$ cat src/rtl/ifetch_unit_if.sv
// Instruction-memory bus between the fetch unit (master) and instruction memory (slave).
// One request/response pair in flight at a time, valid/ready on both channels.
interface ifetch_unit_if;
  logic        ifu_o_req_valid;
  logic [31:0] ifu_o_req_addr;
  logic        ifu_i_req_ready;
  logic        ifu_i_rsp_valid;
  logic [31:0] ifu_i_rsp_data;
  logic        ifu_i_rsp_err;
  logic        ifu_o_rsp_ready;

  modport master (
    output ifu_o_req_valid,
    output ifu_o_req_addr,
    input  ifu_i_req_ready,
    input  ifu_i_rsp_valid,
    input  ifu_i_rsp_data,
    input  ifu_i_rsp_err,
    output ifu_o_rsp_ready
  );

  modport slave (
    input  ifu_o_req_valid,
    input  ifu_o_req_addr,
    output ifu_i_req_ready,
    output ifu_i_rsp_valid,
    output ifu_i_rsp_data,
    output ifu_i_rsp_err,
    input  ifu_o_rsp_ready
  );
endinterface

$ cat src/rtl/ifetch_unit.sv
// Instruction fetch stage: owns the fetch PC, issues one memory request at a time and presents
// the fetched instruction to decode, honouring regF stall and execute-stage redirects.
module ifetch_unit #(
  parameter logic [31:0] RESET_PC = 32'h8000_0000,
  parameter logic [31:0] NOP_INST = 32'h0000_0013
) (
  input  logic                clk,
  input  logic                rst,
  input  logic                ctrl_i_regF_stall,
  input  logic                execute_i_need_jump,
  input  logic [31:0]         execute_i_jump_pc,
  ifetch_unit_if.master       mem,
  output logic                fetch_o_valid,
  output logic [31:0]         fetch_o_pc,
  output logic [31:0]         fetch_o_inst,
  output logic                fetch_o_err
);

  typedef enum logic [1:0] {StIdle, StReq, StWait, StHold} state_e;

  state_e      state_q, state_d;
  logic [31:0] pc_q, pc_d;
  logic [31:0] req_addr_q, req_addr_d;
  logic        stale_q, stale_d;
  logic [31:0] cap_pc_q, cap_pc_d;
  logic [31:0] cap_inst_q, cap_inst_d;
  logic        cap_err_q, cap_err_d;

  logic [31:0] jump_tgt;
  logic        unused_jump_lsb;

  assign jump_tgt        = {execute_i_jump_pc[31:2], 2'b00};
  assign unused_jump_lsb = ^execute_i_jump_pc[1:0];

  always_comb begin
    state_d    = state_q;
    pc_d       = pc_q;
    req_addr_d = req_addr_q;
    stale_d    = stale_q;
    cap_pc_d   = cap_pc_q;
    cap_inst_d = cap_inst_q;
    cap_err_d  = cap_err_q;

    if (execute_i_need_jump) begin
      pc_d = jump_tgt;
    end

    unique case (state_q)
      StIdle: begin
        state_d    = StReq;
        req_addr_d = execute_i_need_jump ? jump_tgt : pc_q;
      end
      StReq: begin
        // Address stays put until accepted; a redirect only marks the fetch stale.
        if (mem.ifu_i_req_ready) begin
          state_d = StWait;
        end
        if (execute_i_need_jump) begin
          stale_d = 1'b1;
        end
      end
      StWait: begin
        if (mem.ifu_i_rsp_valid) begin
          if (stale_q || execute_i_need_jump) begin
            stale_d    = 1'b0;
            req_addr_d = execute_i_need_jump ? jump_tgt : pc_q;
            state_d    = StReq;
          end else begin
            cap_pc_d   = req_addr_q;
            cap_inst_d = mem.ifu_i_rsp_data;
            cap_err_d  = mem.ifu_i_rsp_err;
            state_d    = StHold;
          end
        end else if (execute_i_need_jump) begin
          stale_d = 1'b1;
        end
      end
      StHold: begin
        if (execute_i_need_jump) begin
          req_addr_d = jump_tgt;
          state_d    = StReq;
        end else if (!ctrl_i_regF_stall) begin
          pc_d       = cap_pc_q + 32'd4;
          req_addr_d = cap_pc_q + 32'd4;
          state_d    = StReq;
        end
      end
      default: state_d = StIdle;
    endcase
  end

  always_ff @(posedge clk or posedge rst) begin
    if (rst) begin
      state_q    <= StIdle;
      pc_q       <= RESET_PC;
      req_addr_q <= RESET_PC;
      stale_q    <= 1'b0;
      cap_pc_q   <= RESET_PC;
      cap_inst_q <= NOP_INST;
      cap_err_q  <= 1'b0;
    end else begin
      state_q    <= state_d;
      pc_q       <= pc_d;
      req_addr_q <= req_addr_d;
      stale_q    <= stale_d;
      cap_pc_q   <= cap_pc_d;
      cap_inst_q <= cap_inst_d;
      cap_err_q  <= cap_err_d;
    end
  end

  assign mem.ifu_o_req_valid = (state_q == StReq);
  assign mem.ifu_o_req_addr  = req_addr_q;
  assign mem.ifu_o_rsp_ready = (state_q == StWait);
  assign fetch_o_valid       = (state_q == StHold);
  assign fetch_o_pc          = cap_pc_q;
  assign fetch_o_inst        = cap_inst_q;
  assign fetch_o_err         = cap_err_q;

endmodule
$ cat src/flat_wrapper.sv
// flat-port wrapper written by rule: the top's interface ports become plain ports
module ifetch_unit_flat 
#(
  parameter logic [31:0] RESET_PC = 32'h8000_0000,
  parameter logic [31:0] NOP_INST = 32'h0000_0013
)
  (clk, rst, ctrl_i_regF_stall, execute_i_need_jump, execute_i_jump_pc, fetch_o_valid, fetch_o_pc, fetch_o_inst, fetch_o_err, mem_ifu_o_req_valid, mem_ifu_o_req_addr, mem_ifu_i_req_ready, mem_ifu_i_rsp_valid, mem_ifu_i_rsp_data, mem_ifu_i_rsp_err, mem_ifu_o_rsp_ready);
  ifetch_unit_if mem_i ();
  input  logic clk;
  input  logic rst;
  input  logic ctrl_i_regF_stall;
  input  logic execute_i_need_jump;
  input  logic [31:0] execute_i_jump_pc;
  output logic fetch_o_valid;
  output logic [31:0] fetch_o_pc;
  output logic [31:0] fetch_o_inst;
  output logic fetch_o_err;
  output wire logic [$bits(mem_i.ifu_o_req_valid)-1:0] mem_ifu_o_req_valid;
  output wire logic [$bits(mem_i.ifu_o_req_addr)-1:0] mem_ifu_o_req_addr;
  input wire logic [$bits(mem_i.ifu_i_req_ready)-1:0] mem_ifu_i_req_ready;
  input wire logic [$bits(mem_i.ifu_i_rsp_valid)-1:0] mem_ifu_i_rsp_valid;
  input wire logic [$bits(mem_i.ifu_i_rsp_data)-1:0] mem_ifu_i_rsp_data;
  input wire logic [$bits(mem_i.ifu_i_rsp_err)-1:0] mem_ifu_i_rsp_err;
  output wire logic [$bits(mem_i.ifu_o_rsp_ready)-1:0] mem_ifu_o_rsp_ready;
  assign mem_ifu_o_req_valid = mem_i.ifu_o_req_valid;
  assign mem_ifu_o_req_addr = mem_i.ifu_o_req_addr;
  assign mem_i.ifu_i_req_ready = mem_ifu_i_req_ready;
  assign mem_i.ifu_i_rsp_valid = mem_ifu_i_rsp_valid;
  assign mem_i.ifu_i_rsp_data = mem_ifu_i_rsp_data;
  assign mem_i.ifu_i_rsp_err = mem_ifu_i_rsp_err;
  assign mem_ifu_o_rsp_ready = mem_i.ifu_o_rsp_ready;
  ifetch_unit #(.RESET_PC(RESET_PC), .NOP_INST(NOP_INST)) u_core (.clk(clk), .rst(rst), .ctrl_i_regF_stall(ctrl_i_regF_stall), .execute_i_need_jump(execute_i_need_jump), .execute_i_jump_pc(execute_i_jump_pc), .mem(mem_i), .fetch_o_valid(fetch_o_valid), .fetch_o_pc(fetch_o_pc), .fetch_o_inst(fetch_o_inst), .fetch_o_err(fetch_o_err));
endmodule
$ cat config.mk
export PLATFORM = sky130hd
export DESIGN_NAME = ifetch_unit_flat
export DESIGN_NICKNAME = d
export VERILOG_FILES = /design/src/rtl/ifetch_unit_if.sv /design/src/rtl/ifetch_unit.sv /design/src/flat_wrapper.sv
export SDC_FILE = /design/constraint.sdc
export NUM_CORES = 1
export LEC_CHECK = 0
export CORE_ASPECT_RATIO = 1.75
export CORE_MARGIN = 4
export CORE_UTILIZATION = 55
export CTS_BUF_LIST = sky130_fd_sc_hd__clkbuf_8
export CTS_CLUSTER_DIAMETER = 30
export DETAILED_ROUTE_END_ITERATION = 8
export GPL_TIMING_DRIVEN = 0
export HOLD_SLACK_MARGIN = 0.08
export PLACE_DENSITY = 0.89
export SLEW_MARGIN = 15
export SYNTH_ARGS = -nofsm -noshare
export SYNTH_HDL_FRONTEND = slang
export SYNTH_SLANG_ARGS = --single-unit
$ cat constraint.sdc
create_clock -name clk -period 7.4 [get_ports clk]
set_input_delay 0.74 -clock clk [delete_from_list [all_inputs] [get_ports clk]]
set_output_delay 0.74 -clock clk [all_outputs]
set_load 0.05 [all_outputs]
# ---- After elaboration in Yosys (flattened, before gate mapping)
# Index checks and enable logic that the tools add are counted.
dict set report totals {
  register_bits 132
  inputBits 71
  elab_cells 44
}
dict set report classes {
  add_sub_neg 1
  n_eq_ne 8
  mux 19
  n_bitwise 1
  n_reduce_logical 8
}
# op n
set ops {}
lappend ops {{32-bit 2-to-1 mux} 8}
lappend ops {{32-bit case mux with 3 select lines} 1}
lappend ops {{32-bit by 3-bit adder with 32-bit output (second input constant)} 1}
lappend ops {{2-bit 2-to-1 mux} 5}
lappend ops {{2-bit case mux with 4 select lines} 1}
lappend ops {{3-bit AND reduction} 2}
lappend ops {{2-bit equality test (second input constant)} 2}
lappend ops {{2-bit by 1-bit inequality test with 1-bit output (second input constant)} 2}
lappend ops {{4-bit AND reduction} 1}
lappend ops {{1-bit 2-to-1 mux} 3}
lappend ops {{3-bit by 2-bit inequality test with 1-bit output (second input constant)} 1}
lappend ops {{3-bit inequality test (second input constant)} 1}
lappend ops {{3-bit nonzero test} 1}
lappend ops {{2-bit by 1-bit equality test with 1-bit output (second input constant)} 1}
lappend ops {{2-bit zero test} 1}
lappend ops {{2-bit inequality test (second input constant)} 1}
lappend ops {{1-bit case mux with 2 select lines} 1}
lappend ops {{2-bit AND reduction} 1}
lappend ops {{2-bit nonzero test} 1}
lappend ops {{1-bit logical OR} 1}
lappend ops {{1-bit inverter} 1}

# ---- Longest topological paths before layout
dict set report logic_depth {
  ltp_word 4
  depth_mapped 9
}

# ---- Worst setup path before layout
# No wires, ideal clock.
dict set report synth_path {
  path_type {register to register}
  from {register u_core.state_q[0]}
  to {register u_core.cap_err_q (netlist: u_core.fetch_o_err)}
  setup_time_ps 125
  arrival_ps 2348
  path_slack_ps 4927
  stages_incl_launch_ff 8
  cell_sequence {dfrtp_1 > inv_1 > ha_1 > nor3b_1 > and2_1 > clkbuf_1 > buf_2 > mux2_2}
}
dict set report synth_via {
  elab_chain_cells 2
}
# element line
set synth_lines {}
lappend synth_lines {{start: declaration} ifetch_unit.sv:21} ;# state_e state_q, state_d;
lappend synth_lines {{start signal: assignment} ifetch_unit.sv:94} ;# state_q <= StIdle;
lappend synth_lines {{start signal: assignment} ifetch_unit.sv:102} ;# state_q <= state_d;
lappend synth_lines {{2-bit equality test} --}
lappend synth_lines {{net mem_ifu_o_rsp_ready} flat_wrapper.sv:24} ;# output wire logic [$bits(mem_i.ifu_o_rsp_ready)-1:0] mem_ifu_o_rsp_ready;
lappend synth_lines {{3-bit AND reduction (no source line)} --}
lappend synth_lines {{end signal: assignment} ifetch_unit.sv:108} ;# cap_err_q <= cap_err_d;
lappend synth_lines {{end: declaration} ifetch_unit.sv:27} ;# logic cap_err_q, cap_err_d;
# The timed path passes the listed nets, and every way through them passes these cells.
# A chain may end at the register's enable or synchronous reset.

# ---- Worst setup path in the final report
dict set report layout_path {
  from {register u_core.state_q[0]}
  to {register u_core.pc_q[12]}
}
dict set report layout_via {
  elab_chain_cells 2
}
# element line
set layout_lines {}
lappend layout_lines {{2-bit equality test} ifetch_unit.sv:48} ;# unique case (state_q)
lappend layout_lines {{32-bit 2-to-1 mux} ifetch_unit.sv:48}
lappend layout_lines {{net u_core.pc_d[12]} ifetch_unit.sv:22} ;# logic [31:0] pc_q, pc_d;
lappend layout_lines {{end signal: assignment} ifetch_unit.sv:103} ;# pc_q <= pc_d;
lappend layout_lines {{end: declaration} ifetch_unit.sv:22}
# The timed path passes the listed nets, and every way through them passes these cells.

==> flow_summary_export.csv <==
group,metric,value,unit
routing,route.antenna.remaining_nets,0,
sta,setup_viol,0,
finish,layout-drive-gt1-share,14.7,%
critical_path,startpoint,"u_core.state_q[0]$_DFFE_PP0P_",
grt,grt_pass1_vias,6749,
sta,hold_viol,0,
sta,finClkSkew,14.2,ps
cts,path_clk_slew,80,ps
floorplan,die_w,90.7,um
synth,syn_avg_cell_area,10.4,um^2
pwr,seq_power_share,33.2,%
grt,grt_pass1_wl,35200,um
finish,insertedDiodeCount,0,
synth,synth_common_cells,"dfrtp_1 (126), mux2_2 (59), nand2_1 (54), o21ai_0 (54), nor2_1 (45)",
hold_path,hold_path_depth,2,
synth,synth-edff-count,0,
floorplan,ios,171,
cts,htreeDepth,4,
floorplan,num_rows,52,
pwr,powerDensity,400,nW/um^2
synth,ys_types,57,
finish,nFillCells,772,
sta,fin_crit_sh,41.6,%
synth,async_flop_share,100,%
grt,grt_max_degree,89,
synth,synthTopCellsByArea,"dfrtp_1 (48%), mux2_2 (10%), o21ai_0 (4.1%)",
synth,yosysWarnings,0,
routing,drt_wl_total,22500,um
floorplan,coreArea,11600,um^2
critical_path,r2r_slack,4320,ps
synth,yosysMostFrequentCell,"dfrtp_1",
pwr,combPwrFrac,50.0,%
critical_path,cp-end-kind,"flip-flop",
synth,synthesis.nets,709,
cts,postCtsHoldBufs,0,
synth,ys_dominant_reg_cell,"dfrtp_1",
cts,clk_latency,460,ps
finish,fin_nets,895,
critical_path,crit_fanout,10,
sta,grt_setup_unrepaired,"false",
hold_path,hold_class,"reg -> reg",
sta,report.final.slew_viol_count,0,
routing,via_per_inst,6.41,
sta,max-slew-margin-rel,30.3,%
critical_path,path_class,"reg -> reg",
placed_design,portBuffers,166,
run_status,outcome,"finished, final reports clean",
sta,period_minus_slack,3080,ps
critical_path,r2r_start,"u_core.state_q[0]$_DFFE_PP0P_",
synth,yosysSeqAreaShare,50.3,%
cts,cts_root_buf,"clkbuf_8",
placed_design,hpwl,16300,um
pwr,power.switching,1.70,mW
pwr,leakagePower,3.67,nW
grt,track_usage,32.6,%
placed_design,dp.cells,935,
synth,synth-seq-cells,132,
synth,syn_inst,633,
pwr,clock_power_share,16.8,%
floorplan,fp.dieArea,13900,um^2
routing,vias,6201,
routing,drt_first_pass_iters,7,
synth,netlist_area,6580,um^2
sta,worst_pin_slew,1040,ps
critical_path,arrival,3390,ps
finish,area_delta_synth_final,34.0,%
cts,cts_buffer_depth,2,
floorplan,die_h,153,um
cts,cts.sinks,132,
routing,post_drt_wl_per_cell,23.3,um
hold_path,worstHoldStart,"u_core.pc_q[14]$_DFF_PP0_",
grt,antenna_found_initial,0,
cts,cts_inserted_buffers,17,
pwr,irDropWorstVdd,0.241,mV
pwr,internal_power,1.83,mW
floorplan,start_util,56.5,%
synth,synth.largest_area_cell,"dfrtp_1",
critical_path,critPathLaunchType,"flip-flop",
pwr,netSwitchingFraction,48.1,%
routing,drtIter0Drc,517,
routing,drcViolationCount,0,
critical_path,rr_worst_depth,7,
cts,cts_tree,"done",
synth,synth_top_cell_area_share,47.9,%
cts,cts_resized,0,
placed_design,place.gp.congestion,0.997,
sta,max_freq,325,MHz
finish,instances_no_fill,967,
grt,grt_remaining_overflow,0,
critical_path,required,7720,ps
sta,fin_setup_tns,0,ps
cts,post_cts_buffers,0,
run,maxCapViolCount,0,
-- power by group through the flow --
stage / sequential, mW / combinational (mW) / clock (mW)
floorplan: 1.77 / 0.490 / 0
global placement: 1.16 / 1.72 / 0
detailed placement: 1.17 / 1.75 / 0
CTS: 1.16 / 1.76 / 0.596
global route: 1.20 / 1.84 / 0.625
finish: 1.17 / 1.76 / 0.591
-- layout by cell type, fill, tap and decap left out, types with 18 or more instances in the layout --
| master | Yosys | layout |
|---|---|---|
| mux2i_1 | 21 | 21 |
| clkbuf_1 | 28 | 28 |
| o21ai_0 | 54 | 54 |
| clkdlybuf4s50_1 | 0 | 166 |
| mux2_2 | 59 | 59 |
| nor2_1 | 45 | 45 |
| a21oi_1 | 33 | 33 |
| nand2_1 | 54 | 54 |
| dfrtp_1 | 126 | 126 |
| clkbuf_8 | 0 | 18 |
-- through the flow --
step | hold WS, ps | util [%] | worst slack [ps] | total power [mW] | instance area, um^2
global route | 525 | 75.7 | 4190 | 3.66 | 8820
global placement | 486 | 72.2 | 1400 | 2.88 | 8410
CTS | 503 | 75.7 | 4410 | 3.52 | 8820
detailed placement | 486 | 72.5 | 4250 | 2.93 | 8450
floorplan | 468 | - | 3140 | 2.26 | 6580
finish | 507 | 75.7 | 4320 | 3.52 | 8820
-- path summary, 6_finish.rpt --
kind                                                       end
setup / recovery                     u_core.pc_q[12]$_DFF_PP0_
hold / removal                       u_core.pc_q[14]$_DFF_PP0_
setup reg to reg                     u_core.pc_q[12]$_DFF_PP0_
hold reg to reg                      u_core.pc_q[14]$_DFF_PP0_
max in group asynchronous            u_core.pc_q[25]$_DFF_PP0_
min in group asynchronous  u_core.fetch_o_inst[13]$_DFFE_PP0P_
-- worst max-delay path: stages, from the launching register on --
cell	delay, ps
dfrtp_1	440
ha_1	310
buf_1	610
inv_1	370
nor2_1	710
nor2_1	210
a22oi_1	180
o21ai_0	100
-- cell families after synthesis --
group | synth area share, %
AO/OA/AOI/OAI | 15.2
XOR/XNOR | 2.26
adder cells (fa/ha/maj) | 0.950
buffers and inverters | 3.67
flip-flops | 50.3
multiplexers | 13.3
AND/OR/NAND/NOR | 14.3
-- layout make-up --
cell class,count,area (um^2),area share (%)
clock buffers,18,248,2.81
flip-flops and latches,132,3310,37.5
well taps,135,169,1.92
repair buffers,167,1690,19.2
multi-input cells,443,3030,34.4
clock inverters,14,126,1.43
plain buffers,44,189,2.14
inverters,14,57.6,0.653
-- routing by layer --
metal  routed length [um]  vias up  GRT usage (%)  part of all wire [%]
met1                 7680     3065           34.3                    34
met2                12000      372           58.1                    53
li1                     -     2676              -                     -
met5                    0        -              0                     0
met3                 1670       88           7.36                   7.4
met4                 1130        0           19.9                   5.0
-- sequential cells by signal, summed over array words and instances, names as in the netlist --
signal,count
u_core.stale_q,1
u_core.fetch_o_inst,32
u_core.fetch_o_err,1
u_core.fetch_o_pc,32
u_core.pc_q,32
u_core.state_q,2
u_core.mem.ifu_o_req_addr,32
Power figures use the tool's default switching activity.
